`src/rtl/adc_sequencer.sv`:
```
// Sweeps ADC channels CH_BASE..CH_BASE+NUM_CH-1 and averages 2^AVG_LOG2 conversions into one sample per channel.
// Latency: sample_valid one clock after the final response of a channel; next command one clock after that.
// Backpressure: command fields hold while command_ready is low; optional ADC_SEQ_TIMEOUT_EN adds a response watchdog.
module adc_sequencer #(
    parameter int NUM_CH   = 2,
    parameter int CH_BASE  = 1,
    parameter int AVG_LOG2 = 2,
    parameter int TIMEOUT  = 1023
) (
    input  logic        clock_clk,
    input  logic        reset_sink_reset,
    input  logic        enable,
    output logic        command_valid,
    output logic [4:0]  command_channel,
    output logic        command_startofpacket,
    output logic        command_endofpacket,
    input  logic        command_ready,
    input  logic        response_valid,
    input  logic [4:0]  response_channel,
    input  logic [11:0] response_data,
    output logic        sample_valid,
    output logic [2:0]  sample_index,
    output logic [11:0] sample_data,
    output logic        seq_error
);

    localparam int AW   = 12 + AVG_LOG2;
    localparam int CW   = AVG_LOG2 + 1;
    localparam int NAVG = 1 << AVG_LOG2;

    typedef enum logic [1:0] {
        S_IDLE,
        S_CMD,
        S_WAIT,
        S_DONE
    } state_t;

    state_t          r_state;
    state_t          w_state_nxt;
    logic [2:0]      r_index;
    logic [AW-1:0]   r_acc;
    logic [CW-1:0]   r_count;
    logic [2:0]      r_sample_index;
    logic [11:0]     r_sample_data;
    logic            r_seq_error;

    logic [4:0]      w_exp_ch;
    logic            w_last;
    logic            w_resp_hit;
    logic            w_resp_miss;
    logic [AW-1:0]   w_acc_sum;
    logic [CW-1:0]   w_count_inc;
    logic            w_count_full;
    logic            w_timeout;

    assign w_exp_ch     = 5'(CH_BASE) + 5'(r_index);
    assign w_last       = (r_index == 3'(NUM_CH - 1));
    assign w_resp_hit   = (r_state == S_WAIT) && response_valid && (response_channel == w_exp_ch);
    assign w_resp_miss  = (r_state == S_WAIT) && response_valid && (response_channel != w_exp_ch);
    assign w_acc_sum    = r_acc + AW'(response_data);
    assign w_count_inc  = r_count + CW'(1);
    assign w_count_full = (w_count_inc == CW'(NAVG));

`ifdef ADC_SEQ_TIMEOUT_EN
    localparam int TW = $clog2(TIMEOUT + 1);
    logic [TW-1:0] r_tmo;

    // Counts WAIT cycles; zero on every entry to WAIT.
    always_ff @(posedge clock_clk) begin
        if (reset_sink_reset) begin
            r_tmo <= '0;
        end else if (r_state == S_WAIT) begin
            r_tmo <= r_tmo + TW'(1);
        end else begin
            r_tmo <= '0;
        end
    end

    assign w_timeout = (r_state == S_WAIT) && !response_valid && (r_tmo == TW'(TIMEOUT - 1));
`else
    // TIMEOUT has no role without the watchdog; the term folds to zero.
    assign w_timeout = 1'b0 & (TIMEOUT != 0);
`endif

    always_ff @(posedge clock_clk) begin
        if (reset_sink_reset) begin
            r_state <= S_IDLE;
        end else begin
            r_state <= w_state_nxt;
        end
    end

    always_comb begin
        w_state_nxt           = r_state;
        command_valid         = 1'b0;
        command_channel       = 5'd0;
        command_startofpacket = 1'b0;
        command_endofpacket   = 1'b0;
        sample_valid          = 1'b0;
        case (r_state)
            S_IDLE: begin
                if (enable) begin
                    w_state_nxt = S_CMD;
                end
            end
            S_CMD: begin
                command_valid         = 1'b1;
                command_channel       = w_exp_ch;
                command_startofpacket = (r_index == 3'd0);
                command_endofpacket   = w_last;
                if (command_ready) begin
                    w_state_nxt = S_WAIT;
                end
            end
            S_WAIT: begin
                if (w_resp_hit) begin
                    w_state_nxt = w_count_full ? S_DONE : S_CMD;
                end else if (w_resp_miss || w_timeout) begin
                    w_state_nxt = S_CMD;
                end
            end
            S_DONE: begin
                sample_valid = 1'b1;
                w_state_nxt  = (w_last && !enable) ? S_IDLE : S_CMD;
            end
            default: begin
                w_state_nxt = S_IDLE;
            end
        endcase
    end

    always_ff @(posedge clock_clk) begin
        if (reset_sink_reset) begin
            r_index        <= 3'd0;
            r_acc          <= '0;
            r_count        <= '0;
            r_sample_index <= 3'd0;
            r_sample_data  <= 12'd0;
            r_seq_error    <= 1'b0;
        end else begin
            case (r_state)
                S_IDLE: begin
                    if (enable) begin
                        r_index <= 3'd0;
                        r_acc   <= '0;
                        r_count <= '0;
                    end
                end
                S_WAIT: begin
                    if (w_resp_hit) begin
                        r_acc   <= w_acc_sum;
                        r_count <= w_count_inc;
                        // Sample registers load as DONE is entered and hold until the next DONE.
                        if (w_count_full) begin
                            r_sample_data  <= 12'(w_acc_sum >> AVG_LOG2);
                            r_sample_index <= r_index;
                        end
                    end else if (w_resp_miss || w_timeout) begin
                        r_seq_error <= 1'b1;
                    end
                end
                S_DONE: begin
                    r_acc   <= '0;
                    r_count <= '0;
                    r_index <= w_last ? 3'd0 : r_index + 3'd1;
                end
                default: begin
                end
            endcase
        end
    end

    assign sample_index = r_sample_index;
    assign sample_data  = r_sample_data;
    assign seq_error    = r_seq_error;

endmodule

```
`config.mk`:
```
export PLATFORM = sky130hd
export DESIGN_NAME = adc_sequencer
export DESIGN_NICKNAME = d
export VERILOG_FILES = /design/src/rtl/adc_sequencer.sv
export SDC_FILE = /design/constraint.sdc
export NUM_CORES = 1
export LEC_CHECK = 0
export BUFFER_PORTS_ARGS = -buffer_cell sky130_fd_sc_hd__buf_4
export CAP_MARGIN = 20
export CORE_MARGIN = 10
export CORE_UTILIZATION = 55
export DETAILED_ROUTE_END_ITERATION = 10
export GPL_TIMING_DRIVEN = 1
export PLACE_DENSITY_LB_ADDON = 0.1
export SLEW_MARGIN = 40
export SYNTH_ARGS = -nofsm -noshare
export SYNTH_HDL_FRONTEND = slang
export SYNTH_SLANG_ARGS = --single-unit
```
`constraint.sdc`:
```
create_clock -name clock_clk -period 2.8 [get_ports clock_clk]
set_input_delay 0.14 -clock clock_clk [delete_from_list [all_inputs] [get_ports clock_clk]]
set_output_delay 0.14 -clock clock_clk [all_outputs]
set_load 0.01 [all_outputs]
```
Word-level counts from Yosys, hierarchy flattened
Index checks and enable logic that the tools add are counted. Widths: inputs -> output; s select.

Add/sub/neg operators: 4. Eq/ne operators: 11. Multiplexer cells: 20. Bitwise gates (word level): 1. Reductions and logical operators: 14.

Operators by type and width (count): $pmux 14 s3 (1); $mux 14 (2); $add 14x12->14 (1); $reduce_and 3->1 (4); $mux 2 (5); $mux 3 (3); $pmux 3 s3 (1); $pmux 2 s4 (1); $add 3x1->3 const B (2); $ne 2x2->1 const B (3); $pmux 3 s2 (1); $eq 5x4->1 (1); $mux 1 (5); $ne 5x4->1 (1); $add 1x3->4 const A (1); $eq 2x2->1 const B (2); $logic_and 1x1->1 (4); $mux 4 (1); $eq 3x1->1 const B (1); $eq 3x3->1 const B (1); $logic_not 3->1 (1); $ne 3x3->1 const B (1); $reduce_bool 3->1 (1); $eq 2x1->1 const B (1); 5 further kinds (5).

Register bits after elaboration: 38. Output and inout bits: 25. Word-level logic and storage cells: 57.

Longest topological paths before layout
Gate-level depths: netlist of the first run.

Word-level depth: 6. Depth in mapped cells: 9.

Worst setup path before layout of the first run
OpenSTA, ideal clock, no wires.

Path kind: flip-flop to flip-flop. Start point: register r_index[0]. End point: register r_acc[9]. Data arrival time: 2.258 ns. Setup slack: 0.479 ns. Stages on the path, launching flop included: 9. Clock period less this slack: 2.321 ns. Cells stage by stage: dfxtp_1 > buf_2 > inv_1 > ha_1 > xor2_1 > or4_4 > a21o_1 > or4b_1 > nand3_1.

Longest elaborated chain between the ends: 5.

Ends and longest elaborated chain: start: declaration (line 40) `logic [2:0] r_index;`; start signal: assignment (line 165) `r_index <= w_last ? 3'd0 : r_index + 3'd1;`; $add 1x3->4 (line 56) `assign w_exp_ch = 5'(CH_BASE) + 5'(r_index);`; $eq 5x4->1 (line 58) `assign w_resp_hit = (r_state == S_WAIT) && response_valid && (response_channel == w_exp_ch);`; $logic_and 1x1->1 (line 58); $ne 2x2->1 (no line); $reduce_and 3->1 (no line); end signal: assignment (line 151) `r_acc <= w_acc_sum;`; end: declaration (line 41) `logic [AW-1:0] r_acc;`.

Every way passes these cells. A chain may end at the register's enable or synchronous reset.

Worst setup path after layout of the first run
Start point: register r_index[1]. End point: register r_sample_data[11] (netlist: sample_data[11]).

Longest elaborated chain between the ends: 4.

Ends and longest elaborated chain: $add 1x3->4 (line 56); $eq 5x4->1 (line 58); $logic_and 1x1->1 (line 58); $reduce_and 3->1 (no line); end signal: assignment (line 155) `r_sample_data <= 12'(w_acc_sum >> AVG_LOG2);`; end: declaration (line 44) `logic [11:0] r_sample_data;`.

Every way passes these cells.

==> out/summary.txt, run 1 <==
Via count -> 2197
Critical Path End Type -> flip-flop
Highest ir drop seen on vdd -> 0.000273 V
IO Pins -> 47
Post-Syn Nets -> 329
Vias per inst -> 5.81
CP Launch Type -> flip-flop
Net switching power -> 277 µW
DRC -> 0
Final hold violations -> 0
Synthesis-stage register bit count -> 38
Int Pwr -> 869 µW
Routability cong. -> 0.874
Die width -> 85.9 µm
Diodes inserted -> 0
CTS tree -> built
Placed wire-length estimate -> 4340 µm
Clock Latency Late Sink -> 0.29 ns
CTS max path bufs -> 2
Setup Viol. Count Final -> 0
EDFF count, synth -> 0
Leakage -> 1.19 nW
Mux share of post-synthesis cell area -> 3.36%
Area delta synth->final -> 19.3%
First-pass detailed-route iteration total -> 4
Seq pwr share -> 48.2%
Syn Inst Count -> 289
Drt first-iter violations -> 157
Async SR Flop Fraction -> 0%
Number of CTS-inserted buffers -> 5
PortBufs -> 45
Finished Core Util -> 69.6%
Worst EP arrival -> 2.75 ns
First-pass GRT wire length -> 9810 µm
Fmax -> 394 MHz
# nets final -> 367
Syn avg cell area -> 8.25 µm²
Slew Limit Fails -> 0
Compound-Gate Fraction of Synth Area -> 21.8%
Worst Path Max Fanout -> 13
Simple-gate area share of the yosys netlist -> 22.2%
Die area -> 7370 µm²
Fin Hold WS -> 0.138 ns
YS warnings -> 0
RSZ-0062 raised after global routing -> false
Critical path class -> flip-flop to flip-flop
Starting Density -> 58.4%
Largest net degree at the start of global routing -> 35
PwrDens -> 403 nW/µm²
Main flop type after synthesis -> dfxtp_1
H-tree depth -> 2
Least-Margin Pin Slew -> 0.639 ns
Core ar. -> 4090 µm²
Vias in the first global route -> 2119
Combinational share of power -> 11.8%
Post-Synth Adder-Cell Area -> 9.76%
Count of cell types in the netlist -> 54
Min Tclk post-route -> 2.54 ns
Most frequent cells in the layout -> buf_4, dfxtp_1, nor2_1
Tot GR Track Use -> 16.0%
Initial antenna violation count -> 0
Reg area -> 761 µm²
WL/cell -> 15.7 µm
Final wirelength -> 5930 µm
Grt ovf -> 0
Commonest non-fill, non-tap cell in the layout -> buf_4
Clock power share -> 40.0%
ANT nets after route -> 0
Sw Share -> 24.2%
Layout cells sized above 1 -> 19.5%
Root Buffer -> clkbuf_8
Largest family of logic cells by synthesized area -> simple AND/OR/NAND/NOR gates
CTS sink cnt -> 38
Worst hold path class -> input port to flip-flop
Outcome -> completed
FP Rows -> 23
XOR/XNOR Fraction of Synth Area -> 4.41%
Die H -> 85.9 µm
Multi-input gate area -> 1480 µm²
Clock Skews -> 0.00638 ns
Final period util -> 90.6%
Clock slew at reported path FFs -> 0.07 ns
Max-slew headroom -> 57.4%
Fill cells -> 365
Setup TNS -> 0 ns
Mapped Area -> 2380 µm²
Max-cap violation count -> 0
Setup bufs post-CTS -> 0
Seq/Total Area, Yosys -> 31.9%
Worst Path Required -> 3.01 ns
## routing by layer
layer	GRT usage [%]	routed length (µm)	share of wire (%)
met5	0	0	0
met4	6.14	97	1.6
met3	4.16	329	5.5
met2	27.0	2910	49
met1	18.8	2590	44
## per-stage QoR
| stage | power, mW | std cells | area, µm² | worst slack, ns |
|---|---|---|---|---|
| floorplan | 0.645 | 289 | 2380 | 0.479 |
| global placement | 0.698 | 370 | 2730 | 0.229 |
| detailed placement | 0.699 | 370 | 2730 | 0.196 |
| CTS | 1.15 | 378 | 2840 | 0.175 |
| global route | 1.19 | 378 | 2850 | 0.120 |
| finish | 1.15 | 378 | 2850 | 0.264 |
## worst paths after layout
path | cells past startpoint | end | slack, ns | start
worst min-delay path | 3 | r_state[0] | 0.14 | command_ready
worst min register to register | 2 | r_count[2] | 0.47 | r_count[2]
worst max-delay path | 8 | sample_data[11] | 0.26 | r_index[1]
worst max register to register | 8 | sample_data[11] | 0.26 | r_index[1]
## worst max-delay path, stage by stage, from the launching register on
cell,delay (ns)
dfxtp_1,0.44
inv_1,0.09
ha_1,0.32
xor2_1,0.18
or4_4,0.45
a211oi_4,0.40
buf_4,0.26
o21ai_0,0.09
a211oi_1,0.22
## final cells by class
| type | instances | share of cell area [%] |
|---|---|---|
| clock buffer | 7 | 2.68 |
| timing repair buffer | 51 | 13.5 |
| inverter | 15 | 1.98 |
| sequential | 38 | 26.7 |
| clock inverter | 1 | 1.06 |
| tap | 50 | 2.20 |
| multi-input combinational | 216 | 51.9 |
## cells in the mapped netlist, types with 2 or more instances
| cell type | n | share of area [%] |
|---|---|---|
| dfxtp_1 | 38 | 32 |
| nor2_1 | 26 | 4.1 |
| a21oi_1 | 24 | 5.0 |
| nand3_1 | 23 | 4.8 |
| ha_1 | 17 | 8.9 |
| nand2_1 | 17 | 2.7 |
| inv_1 | 15 | 2.4 |
| clkbuf_1 | 12 | 1.9 |
| nand4_1 | 11 | 2.9 |
| o21ai_0 | 10 | 2.1 |
| mux2i_1 | 8 | 3.4 |
| xnor2_1 | 6 | 2.2 |
| xor2_1 | 6 | 2.2 |
| a21o_1 | 5 | 1.6 |
| nand2b_1 | 5 | 1.3 |
| nor3_1 | 5 | 1.0 |
| a2111o_1 | 3 | 1.4 |
| a22oi_1 | 3 | 0.94 |
| a31oi_1 | 3 | 0.79 |
| and2_1 | 3 | 0.79 |
| and3_1 | 3 | 0.79 |
| buf_2 | 3 | 0.63 |
| buf_4 | 3 | 0.94 |
| a211o_1 | 2 | 0.73 |
| a211oi_1 | 2 | 0.63 |
| a221oi_1 | 2 | 0.73 |
| o2111a_1 | 2 | 0.94 |
| o2111ai_1 | 2 | 0.73 |
| o221ai_1 | 2 | 0.73 |
| o22ai_1 | 2 | 0.52 |
| o31ai_1 | 2 | 0.63 |
| or3_1 | 2 | 0.52 |
## kinds of logic (layout without fill, tap and decap cells)
group | count (synthesis) | after routing
other | 1 | 1
DFF | 38 | 38
xor gates and xnor gates | 12 | 12
buffers and inverters | 35 | 74
AOI/OAI and AO/OA | 74 | 74
muxes | 8 | 8
and+or+nand+nor | 103 | 103
adders and majority gates | 18 | 18
## power by group through the flow
stage / sequential, mW / combinational, mW / clock [mW]
2_1_floorplan: 0.560 / 0.0849 / 0
3_3_place_gp: 0.564 / 0.134 / 0
3_5_place_dp: 0.564 / 0.135 / 0
4_1_cts: 0.551 / 0.135 / 0.464
5_1_grt: 0.553 / 0.149 / 0.489
6_report: 0.552 / 0.136 / 0.458
## registers in the layout (all words and copies together) (netlist names)
name and flops:
r_acc 14, r_count 3, r_index 3, r_state 2
sample_data 12, sample_index 3, seq_error 1
## repair_timing
item                                    CTS  global route
hold buffers                              0             0
endpoints found under the setup margin    0             1
gates resized for setup                   0             1
Power figures use the tool's default switching activity.
==> inputs of run 2 (changes only) <==
Settings changed: ABC_AREA from default to 1, CTS_BUF_LIST from default to sky130_fd_sc_hd__clkbuf_16.
==> out/summary.txt, run 2 <==
Most frequent cells in the layout -> nand2_1, nor2_1, buf_4
WP depth -> 12
FP Rows -> 24
Setup bufs post-CTS -> 0
Clock power share -> 46.6%
Root Buffer -> clkbuf_16
Area share of the largest cell type after synthesis -> 31.5%
Main flop type after synthesis -> dfxtp_1
Sw Share -> 24.1%
CP Launch Type -> flip-flop
PortBufs -> 45
Setup TNS -> 0 ns
Routability cong. -> 0.878
CTS sink cnt -> 38
Buf/Inv on CP -> 3
Synthesis-stage register bit count -> 38
DRC -> 0
Fmax -> 434 MHz
Die H -> 86.3 µm
Slew Limit Fails -> 0
Syn Inst Count -> 344
Top cells by area, synth -> dfxtp_1, nand2_1, ha_1, nor2_1, nand3_1
Worst Path Max Fanout -> 19
Count leader, synth -> nand2_1
Seq pwr share -> 40.7%
Via count -> 2241
Multi-input gate area -> 1440 µm²
Outcome -> completed
# resized after CTS -> 0
Max-cap violation count -> 0
Highest ir drop seen on vdd -> 0.000279 V
Number of hold buffers added after CTS -> 0
Largest register by flop count -> r_acc
Placed cells -> 431
Layout cells sized above 1 -> 22.2%
Fill cells -> 388
RR Startpoint -> r_index[0]
Reg-to-reg endpoint -> r_count[0]
Commonest non-fill, non-tap cell in the layout -> nand2_1
Placed wire-length estimate -> 4390 µm
Vias in the first global route -> 2145
Slowest CP cell -> dfxtp_1
H-tree depth -> 2
Combinational share of power -> 12.7%
Clock Skews -> 0.00555 ns
Final wirelength -> 5760 µm
Largest register FFs -> 14
YS warnings -> 0
Die area -> 7450 µm²
Async SR Flop Fraction -> 0%
Setup Viol. Count Final -> 0
Final period util -> 82.3%
Starting Density -> 56.3%
Syn avg cell area -> 7.03 µm²
RSZ-0062 raised after global routing -> false
Min-Delay Endpoint -> r_state[0]
CTS max path bufs -> 2
Worst Path Required -> 3.01 ns
Area delta synth->final -> 20.5%
PwrDens -> 467 nW/µm²
# nets final -> 426
Clock Latency Late Sink -> 0.28 ns
Largest net degree at the start of global routing -> 23
Number of CTS-inserted buffers -> 5
Hold path start -> command_ready
IO Pins -> 47
Final hold violations -> 0
Slowest stage delay, CP -> 0.51 ns
Final Instance Area -> 2910 µm²
Reg area -> 761 µm²
Cells on worst reg2reg path -> 12
EDFF count, synth -> 0
Die width -> 86.3 µm
Leakage -> 1.44 nW
Synth top cells by count -> nand2_1, nor2_1, dfxtp_1
Critical Path End Type -> flip-flop
Int Pwr -> 1.03 mW
Clock slew at reported path FFs -> 0.06 ns
Top delay family on crit path -> simple AND/OR/NAND/NOR gates
Post-Syn Nets -> 384
Count of cell types in the netlist -> 33
Core ar. -> 4290 µm²
Vias per inst -> 5.10
Grt ovf -> 0
Seq/Total Area, Yosys -> 31.5%
Diodes inserted -> 0
Post-Layout Cell Count -> 439
Hold depth -> 3
Crit. Startpoint -> r_index[0]
Min Tclk post-route -> 2.30 ns
Worst EP arrival -> 2.52 ns
Worst reg-to-reg setup slack -> 0.50 ns
First-pass detailed-route iteration total -> 4
Drt first-iter violations -> 148
CTS tree -> built
Initial antenna violation count -> 0
Critical path class -> flip-flop to flip-flop
CP Cell Sequence -> inv_1 -> ha_1 -> inv_1 -> nand2_1 -> nand2_1 -> nor2_1 -> nand2_2 -> nor2_8 -> nand3_4 -> clkinv_2 -> o21ai_0 -> a21oi_1
Tot GR Track Use -> 15.7%
WL/cell -> 13.1 µm
Mapped Area -> 2420 µm²
Worst hold path class -> input port to flip-flop
Post-DP Area -> 2750 µm²
First-pass GRT wire length -> 9750 µm
ANT nets after route -> 0
Net switching power -> 328 µW
Cell taking the most area after synthesis -> dfxtp_1
## run 2: cell types whose count changed after synthesis, sizes merged, moves of 5 or more
cell,previous run,this run
clkbuf,12,5
a21o,5,0
inv,15,35
xnor2,6,0
nor2,26,53
mux2i,8,0
nand4,11,2
o21ai,10,17
nand2b,5,0
a21oi,24,36
nand2,17,83
nand3,23,33
## run 2: final cells by class
cell class | instances | share of cell area [%]
flip-flops and latches | 38 | 26.1
inverters | 37 | 4.81
clock buffers | 5 | 4.30
well taps | 52 | 2.23
clock inverters | 3 | 1.42
repair buffers | 46 | 11.9
multi-input cells | 258 | 49.3
## run 2: through the flow
| step | power, mW | util, % | worst slack, ns | hold WS, ns |
|---|---|---|---|---|
| 6_report | 1.36 | 67.8 | 0.497 | 0.150 |
| 3_5_place_dp | 0.739 | 64.0 | 0.491 | 0.438 |
| 5_1_grt | 1.42 | 67.8 | 0.231 | 0.170 |
| 2_1_floorplan | 0.673 | - | 0.948 | 0.209 |
| 3_3_place_gp | 0.738 | 64.0 | 0.596 | 0.436 |
| 4_1_cts | 1.37 | 67.8 | 0.482 | 0.149 |
## run 2: worst max path at each step
stage	to	slack (ns)
6_report	r_count[0]	0.50
5_1_grt	sample_data[8]	0.23
4_1_cts	r_count[0]	0.48
3_5_place_dp	r_count[0]	0.49
3_3_place_gp	sample_data[9]	0.60
2_1_floorplan	r_acc[3]	0.95
## run 2: logic make-up after synthesis
family | synth area share (%)
AND/OR/NAND/NOR | 34.3
adder cells (fa/ha/maj) | 9.63
buffers and inverters | 9.16
AO/OA/AOI/OAI | 12.8
XOR/XNOR | 2.54
other | 0.155
flip-flops | 31.5
## run 2: power groups by stage
stage          Combinational [mW]  Sequential, mW  Clock (mW)
2_1_floorplan               0.109           0.564           0
3_3_place_gp                0.172           0.565           0
3_5_place_dp                0.173           0.566           0
4_1_cts                     0.175           0.554       0.640
5_1_grt                     0.196           0.555       0.667
6_report                    0.173           0.554       0.633
## run 2: tightest hold or removal path, delay by kind of cell
kind	cells	cell delay, ns
buffers and inverters	1	0.07
and+or+nand+nor	1	0.11
AOI/OAI and AO/OA	1	0.06
## run 2: routing by layer
layer | track usage [%] | wire, µm
met3 | 4.69 | 275
met4 | 5.15 | 87
met1 | 19.1 | 2650
met5 | 0 | 0
met2 | 25.9 | 2750
==> inputs of run 3 (changes only) <==
Settings changed: CORE_UTILIZATION 55 to 50.
Clock period 2.8 ns to 1.9 ns, I/O delays scaled along.
==> out/summary.txt, run 3 (synthesized netlist as in run 2, its figures left out) <==
Top delay family on crit path -> simple AND/OR/NAND/NOR gates
Area delta synth->final -> 28.1%
WL/cell -> 13.9 µm
Worst Path Required -> 2.11 ns
Finished Core Util -> 66.0%
Placed wire-length estimate -> 4570 µm
Diodes inserted -> 0
Final hold violations -> 0
CP Launch Type -> flip-flop
ANT nets after route -> 0
Most frequent cells in the layout -> nand2_1, buf_4, nor2_1
First-pass GRT wire length -> 10300 µm
Commonest non-fill, non-tap cell in the layout -> nand2_1
Post-Layout Cell Count -> 453
Grt ovf -> 0
Placed cells -> 441
Setup Viol. Count Final -> 0
Buf/Inv on CP -> 3
Die area -> 8020 µm²
Root Buffer -> clkbuf_16
Die width -> 89.5 µm
WP depth -> 12
Clock Skews -> 0.00439 ns
Critical path class -> flip-flop to flip-flop
Die H -> 89.5 µm
Tot Pwr -> 1.91 mW
Tot GR Track Use -> 16.1%
Final wirelength -> 6290 µm
Critical Path End Type -> flip-flop
Initial antenna violation count -> 0
Worst Path Max Fanout -> 3
Fmax -> 539 MHz
Number of CTS-inserted buffers -> 5
Slew Limit Fails -> 0
CTS sink cnt -> 38
First-pass detailed-route iteration total -> 4
H-tree depth -> 2
Vias per inst -> 5.09
Leakage -> 1.50 nW
Largest register by flop count -> r_acc
Drt first-iter violations -> 102
PwrDens -> 617 nW/µm²
CTS tree -> built
Highest ir drop seen on vdd -> 0.000558 V
RSZ-0062 raised after global routing -> true
Via count -> 2307
Worst hold path class -> input port to flip-flop
CP Cell Sequence -> inv_2 -> ha_4 -> inv_4 -> nand2_2 -> nand2_2 -> nor2_2 -> nand2_2 -> nor2_8 -> nand3_4 -> buf_8 -> or2_0 -> a21oi_1
DRC -> 0
Largest register FFs -> 14
Setup TNS -> 0 ns
Largest net degree at the start of global routing -> 23
Cells on worst reg2reg path -> 12
Slowest stage delay, CP -> 0.36 ns
Final period util -> 97.7%
Clock Latency Late Sink -> 0.28 ns
# nets final -> 438
Slowest CP cell -> dfxtp_2
Layout cells sized above 1 -> 30.3%
PortBufs -> 45
Most used cell along the critical path -> nand2_2
IO Pins -> 47
Routability cong. -> 0.904
Core ar. -> 4690 µm²
Hold depth -> 3
Fin Hold WS -> 0.0870 ns
Worst EP arrival -> 2.07 ns
FP Rows -> 25
Vias in the first global route -> 2253
Min Tclk post-route -> 1.86 ns
Outcome -> completed
CTS max path bufs -> 2
Starting Density -> 51.5%
Clock slew at reported path FFs -> 0.06 ns
Max-cap violation count -> 0
run 3: cell count changes in the layout (fill, tap and decap cells not counted), sizes merged:
cell / before / now
bufinv: 1 / 0
clkinv: 2 / 3
buf: 46 / 58
run 3: worst register-to-register path: cells and delay by family, from the launching register on:
family          cells  cell delay [ns]
fa+ha+maj           1             0.28
simple gates        7             0.75
buf+inv             3             0.27
compound gates      1             0.14
flops               1             0.36
run 3: final cells by class:
type / count / area (µm²)
Clock buffer: 5 / 125
Clock inverter: 3 / 16.3
Fill cell: 424 / 1600
Inverter: 37 / 151
Multi-Input combinational cell: 258 / 1520
Sequential cell: 38 / 763
Tap cell: 54 / 67.6
Timing Repair Buffer: 58 / 455
run 3: path summary, 6_finish.rpt:
| kind | from | endpoint | slack, ns |
|---|---|---|---|
| setup / recovery | r_index[1] | r_count[2] | 0.04 |
| hold / removal | command_ready | r_state[0] | 0.09 |
| setup reg to reg | r_index[1] | r_count[2] | 0.04 |
| hold reg to reg | r_count[0] | r_count[0] | 0.46 |
run 3: where the power goes:
part           internal [mW]  switching, mW  leakage [nW]
clock                  0.479          0.339        0.0672
sequential             0.806        0.00868         0.307
combinational          0.108          0.169          1.12
total                   1.39          0.517          1.50
run 3: what timing repair did:
action                                  4_1_cts  5_1_grt
endpoints found under the setup margin        5       21
setup buffers                                 0        4
resized for setup                             4       30
pin swaps                                     0        6
hold buffers                                  0        0
run 3: per-stage QoR:
stage	worst slack [ns]	cell area, µm²
after floorplan	0.0481	2420
after global routing	-0.0769	3100
final	0.0438	3100
after detailed placement	-0.00591	2810
after CTS	0.0254	2960
after global placement	0.0534	2810
run 3: routing by layer:
layer	GRT usage (%)	part of all wire [%]	up-vias	wire length, µm
li1	-	-	1210	-
met1	20.0	46	1036	2910
met2	26.1	47	54	2960
met3	4.47	5.4	7	341
met4	5.20	1.2	0	75
met5	0	0	-	0
